===== src/rtl/mem_access.sv =====
// mem_access: MIPS memory-access stage driving a single-outstanding req/ack data bus
module mem_access #(
    parameter int TIMEOUT = 255
) (
    input  logic        clk,
    input  logic        rst,
    input  logic        valid_i,
    input  logic [4:0]  wd_i,
    input  logic        wreg_i,
    input  logic [31:0] wdata_i,
    input  logic [3:0]  mem_op_i,
    input  logic [31:0] mem_addr_i,
    input  logic [31:0] mem_data_i,
    output logic        stall_o,
    output logic        valid_o,
    output logic [4:0]  wd_o,
    output logic        wreg_o,
    output logic [31:0] wdata_o,
    output logic [1:0]  excp_o,
    output logic        bus_req,
    output logic        bus_we,
    output logic [31:0] bus_addr,
    output logic [3:0]  bus_sel,
    output logic [31:0] bus_wdata,
    input  logic [31:0] bus_rdata,
    input  logic        bus_ack
);
    typedef enum logic {IDLE, ACCESS} state_t;

    state_t      state_q, state_d;
    logic [7:0]  cnt_q, cnt_d;
    logic [3:0]  op_q, op_d;
    logic [1:0]  lo_q, lo_d;
    logic [4:0]  wdl_q, wdl_d;
    logic        wrl_q, wrl_d;
    logic        valid_q, valid_d, wreg_q, wreg_d, req_q, req_d, we_q, we_d;
    logic [4:0]  wd_q, wd_d;
    logic [31:0] wdata_q, wdata_d, addr_q, addr_d, bwdata_q, bwdata_d;
    logic [1:0]  excp_q, excp_d;
    logic [3:0]  sel_q, sel_d;

    logic        is_ld, is_st, is_b, is_h, is_w, misal, start, ld_q, tmo;
    logic [31:0] rsh, ld_val;
    logic [7:0]  rb;
    logic [15:0] rh;

    assign is_ld = mem_op_i >= 4'd1 && mem_op_i <= 4'd5;
    assign is_st = mem_op_i >= 4'd6 && mem_op_i <= 4'd8;
    assign is_b  = mem_op_i == 4'd1 || mem_op_i == 4'd2 || mem_op_i == 4'd6;
    assign is_h  = mem_op_i == 4'd3 || mem_op_i == 4'd4 || mem_op_i == 4'd7;
    assign is_w  = mem_op_i == 4'd5 || mem_op_i == 4'd8;
    assign misal = (is_h && mem_addr_i[0]) || (is_w && mem_addr_i[1:0] != 2'b00);
    assign start = valid_i && (is_ld || is_st) && !misal;
    assign tmo   = cnt_q == 8'(TIMEOUT - 1);
    assign ld_q  = op_q <= 4'd5;

    // big-endian lane pick: byte offset 0 lives in [31:24]
    assign rsh    = bus_rdata >> {~lo_q, 3'b000};
    assign rb     = rsh[7:0];
    assign rh     = lo_q[1] ? bus_rdata[15:0] : bus_rdata[31:16];
    assign ld_val = op_q == 4'd1 ? {{24{rb[7]}}, rb} :
                    op_q == 4'd2 ? {24'd0, rb} :
                    op_q == 4'd3 ? {{16{rh[15]}}, rh} :
                    op_q == 4'd4 ? {16'd0, rh} : bus_rdata;

    assign stall_o = !rst && (state_q == IDLE ? start : !bus_ack);

    assign valid_o   = valid_q;
    assign wd_o      = wd_q;
    assign wreg_o    = wreg_q;
    assign wdata_o   = wdata_q;
    assign excp_o    = excp_q;
    assign bus_req   = req_q;
    assign bus_we    = we_q;
    assign bus_addr  = addr_q;
    assign bus_sel   = sel_q;
    assign bus_wdata = bwdata_q;

    // next-state: issue, complete or time out bus accesses; pass everything else through
    always_comb begin
        state_d  = state_q;
        cnt_d    = cnt_q;
        op_d     = op_q;
        lo_d     = lo_q;
        wdl_d    = wdl_q;
        wrl_d    = wrl_q;
        valid_d  = valid_q;
        wd_d     = wd_q;
        wreg_d   = wreg_q;
        wdata_d  = wdata_q;
        excp_d   = excp_q;
        req_d    = req_q;
        we_d     = we_q;
        addr_d   = addr_q;
        sel_d    = sel_q;
        bwdata_d = bwdata_q;
        if (state_q == IDLE) begin
            if (start) begin
                state_d  = ACCESS;
                cnt_d    = 8'd0;
                op_d     = mem_op_i;
                lo_d     = mem_addr_i[1:0];
                wdl_d    = wd_i;
                wrl_d    = wreg_i;
                valid_d  = 1'b0;
                wreg_d   = 1'b0;
                excp_d   = 2'd0;
                req_d    = 1'b1;
                we_d     = is_st;
                addr_d   = {mem_addr_i[31:2], 2'b00};
                sel_d    = is_b ? 4'b1000 >> mem_addr_i[1:0] :
                           is_h ? (mem_addr_i[1] ? 4'b0011 : 4'b1100) : 4'b1111;
                bwdata_d = is_b ? {4{mem_data_i[7:0]}} :
                           is_h ? {2{mem_data_i[15:0]}} : mem_data_i;
            end else begin
                valid_d = valid_i;
                wd_d    = wd_i;
                wdata_d = wdata_i;
                wreg_d  = wreg_i && valid_i && !misal;
                excp_d  = (valid_i && misal) ? 2'd1 : 2'd0;
            end
        end else if (bus_ack || tmo) begin
            state_d = IDLE;
            req_d   = 1'b0;
            valid_d = 1'b1;
            wd_d    = wdl_q;
            wreg_d  = bus_ack && ld_q && wrl_q;
            wdata_d = (bus_ack && ld_q) ? ld_val : 32'd0;
            excp_d  = bus_ack ? 2'd0 : 2'd2;
        end else begin
            cnt_d = cnt_q + 8'd1;
        end
    end

    // state and output registers, cleared asynchronously
    always_ff @(posedge clk or posedge rst) begin
        if (rst) begin
            state_q  <= IDLE;
            cnt_q    <= '0;
            op_q     <= '0;
            lo_q     <= '0;
            wdl_q    <= '0;
            wrl_q    <= 1'b0;
            valid_q  <= 1'b0;
            wd_q     <= '0;
            wreg_q   <= 1'b0;
            wdata_q  <= '0;
            excp_q   <= '0;
            req_q    <= 1'b0;
            we_q     <= 1'b0;
            addr_q   <= '0;
            sel_q    <= '0;
            bwdata_q <= '0;
        end else begin
            state_q  <= state_d;
            cnt_q    <= cnt_d;
            op_q     <= op_d;
            lo_q     <= lo_d;
            wdl_q    <= wdl_d;
            wrl_q    <= wrl_d;
            valid_q  <= valid_d;
            wd_q     <= wd_d;
            wreg_q   <= wreg_d;
            wdata_q  <= wdata_d;
            excp_q   <= excp_d;
            req_q    <= req_d;
            we_q     <= we_d;
            addr_q   <= addr_d;
            sel_q    <= sel_d;
            bwdata_q <= bwdata_d;
        end
    end
endmodule


===== config.mk =====
export PLATFORM = sky130hd
export DESIGN_NAME = mem_access
export DESIGN_NICKNAME = d
export VERILOG_FILES = /design/src/rtl/mem_access.sv
export SDC_FILE = /design/constraint.sdc
export NUM_CORES = 1
export LEC_CHECK = 0
export CORE_AREA = 2 2 123 125
export CTS_CLUSTER_SIZE = 40
export DETAILED_ROUTE_END_ITERATION = 8
export DIE_AREA = 0 0 125 127
export PLACE_DENSITY_LB_ADDON = 0.25
export SYNTH_ARGS = -nofsm -noshare
export SYNTH_HDL_FRONTEND = slang
export SYNTH_SLANG_ARGS = --single-unit

===== constraint.sdc =====
create_clock -name clk -period 11.3 [get_ports clk]
set_input_delay 2.26 -clock clk [delete_from_list [all_inputs] [get_ports clk]]
set_output_delay 2.26 -clock clk [all_outputs]
set_load 0.01 [all_outputs]

==> results.cfg <==
[global_routing]
grt_max_degree = 105
grtUsageTotal_pct = 25.7
antenna_found_initial = 0
grt_pass1_wl_mm = 32.3
grt_pass1_vias = 6148
grt-ovfl-total = 0

[synthesis]
yosysUniqueCellTypes = 53
synth_commonest_cells = nand2_1 (253), dfrtp_1 (130), nor2_1 (54)
synth_edf_count = 0
synth_area_leaders = dfrtp_1 (47%), nand2_1 (14%), mux2i_1 (5.5%)
syn_area_sq_mm = 0.00694
postSynthCellCount = 766
yosys_warnings = 0
synth_top_cell_area_share_pct = 46.9
async_flop_share_pct = 100
ys_ff_latch = 130
yosysSeqAreaShare_pct = 46.9
syn_area_per_cell_sq_um = 9.06
synth_flop_cell = dfrtp_1
synth.largest_area_cell = dfrtp_1
yosys.cell_count.top_type = nand2_1

[cts]
numCtsBuffers = 17
cts_hold_buf = 0
htree_levels = 4
cts_tree = yes
clock_path_buffers = 2
cts_sinks = 130
root_buffer = clkbuf_16
clock_latency_ns = 0.43
clk_pin_slew_ns = 0.05
post_cts_buffers = 0
cts_resized = 0

[route]
num_vias = 6308
drt-met1-wl_mm = 8.33
routed-wl-met3_mm = 1.80
drc = 0
highest_layer = met4
met2_length_mm = 9.50
vias_per_cell = 5.34
dr.pass1.iters = 4
wl_per_cell_um = 17.0
wl_mm = 20.1
drt_iter0_drc = 474
antenna_left = 0

[die]
start_util_pct = 48.1
placementRows = 44
core_sq_mm = 0.0144
dieArea_sq_mm = 0.0159
die_y_um = 127
die_x_um = 125
ios = 254

[sta]
fin_crit_ns = 6.57
setup_tns_ns = 0
maxSlewHeadroom_pct = 24.4
hold_violations = 0
drv_slew = 0
fin_skew_ns = 0.00859
period_share_pct = 58.1
fmax_mhz = 152
finalSetupViolCount = 0
worstMarginPinSlew_ns = 1.13
rsz0062_at_grt = no

[final_layout]
filler_cell_count = 1148
antenna_cells = 0
drive_above_1_share_pct = 9.62
area_growth_pct = 45.3
layout.nets = 1129

[place]
hpwl_mm = 14.0
io_buffer_count = 251
place_congestion = 0.808

[status]
status = finished clean

[setup_path]
cp.required_ns = 9.04
crit_path_end_kind = output pin
cp_max_fo = 10
critPathArrivalTime_ns = 4.31
worstSetupPathType = in -> out
cp-start-kind = input pin

[worst_hold_path]
hold_class = reg -> reg

[power]
p_leak_nw = 4.63
powerDensity_mw_per_mm2 = 192
ir_worst_vdd_mv = 0.129
total_power_mw = 1.94

[job]
cap_viol_max_count = 0
==> placed cells by master (no fill, tap or decap), types with 2 or more instances in the layout <==
| master | n |
|---|---|
| nor2b_1 | 12 |
| nand2_1 | 253 |
| o21bai_1 | 3 |
| or3_1 | 2 |
| mux4_2 | 8 |
| buf_4 | 6 |
| clkbuf_16 | 17 |
| a21o_1 | 9 |
| mux2i_1 | 38 |
| a31oi_2 | 24 |
| a21oi_1 | 8 |
| o22ai_1 | 8 |
| nor2_1 | 54 |
| nand3_1 | 13 |
| nor3b_1 | 2 |
| conb_1 | 2 |
| nand4_1 | 4 |
| bufinv_16 | 6 |
| clkdlybuf4s50_1 | 251 |
| o21ai_1 | 3 |
| dfrtp_1 | 130 |
| and3b_1 | 2 |
| nor3_1 | 3 |
| o21ai_0 | 42 |
| inv_6 | 3 |
| xnor2_1 | 2 |
| inv_1 | 14 |
| a31o_2 | 15 |
| a211oi_1 | 9 |
| xor2_1 | 4 |
| clkinv_4 | 4 |
| ha_1 | 2 |
| clkinvlp_4 | 3 |
| o211ai_1 | 18 |
| nand2b_1 | 2 |
==> through the flow <==
| step | hold WS, ns | setup slack (ns) | instance area (sq um) | instances | utilization [%] |
|---|---|---|---|---|---|
| floorplan | 0.445 | 5.38 | 6940 | 767 | - |
| global placement | 0.457 | 4.78 | 9410 | 1150 | 65.2 |
| detailed placement | 0.461 | 4.73 | 9410 | 1150 | 65.2 |
| CTS | 0.475 | 4.73 | 10100 | 1182 | 69.9 |
| global route | 0.494 | 4.61 | 10100 | 1182 | 69.9 |
| finish | 0.471 | 4.73 | 10100 | 1182 | 69.9 |
==> registers in the layout, indices dropped and copies added, names as in the netlist, 2 cells and up <==
name / count
lo_q: 2
op_q: 4
bus_wdata: 32
bus_addr: 30
excp_o: 2
wd_o: 5
bus_sel: 4
wdl_q: 5
wdata_o: 32
cnt_q: 8
==> metal layers <==
layer	vias to the layer above	global-route usage [%]
met2	248	40.8
met1	2984	33.2
met3	37	8.96
met4	0	8.63
li1	3039	-
met5	-	0
==> cell type report <==
class,count,area [sq um],share of cell area (%)
multi-input cells,564,3300,32.8
flip-flops and latches,130,3250,32.3
repair buffers,257,2560,25.4
clock buffers,17,425,4.22
clock inverters,15,255,2.53
well taps,184,230,2.28
inverters,15,61.3,0.608
==> cells by family after synthesis <==
| group | share of synthesized area, % |
|---|---|
| AND/OR/NAND/NOR | 21.7 |
| AO/OA/AOI/OAI | 16.4 |
| flip-flops | 46.9 |
| buffers and inverters | 5.75 |
| multiplexers | 8.08 |
| XOR/XNOR | 0.757 |
| adder cells (fa/ha/maj) | 0.361 |
| other | 0.0540 |
==> worst max-delay path, stage by stage <==
cell	delay (ns)
clkdlybuf4s50_1	0.56
or4b_4	0.58
o32a_2	0.26
nand3_4	0.09
a21oi_1	0.07
clkdlybuf4s50_1	0.49
==> path summary, 6_finish.rpt <==
path,from,to,slack [ns],cells after the start
worst max-delay path,mem_op_i[1],stall_o,4.73,6
worst min-delay path,bus_wdata[5]$_DFFE_PP0P_,bus_wdata[5]$_DFFE_PP0P_,0.47,2
worst max register to register,state_q$_DFF_PP0_,bus_sel[2]$_DFFE_PP0P_,8.40,6
worst min register to register,bus_wdata[5]$_DFFE_PP0P_,bus_wdata[5]$_DFFE_PP0P_,0.47,2
max in group asynchronous,rst,wdata_o[13]$_DFFE_PP0P_,7.65,3
min in group asynchronous,rst,wdl_q[2]$_DFFE_PP0P_,2.31,2
==> power breakdown <==
| group | internal, mW | switching, mW |
|---|---|---|
| clock network | 0.416 | 0.219 |
| logic | 0.342 | 0.294 |
| registers | 0.581 | 0.0850 |
Power figures use the tool's default switching activity.
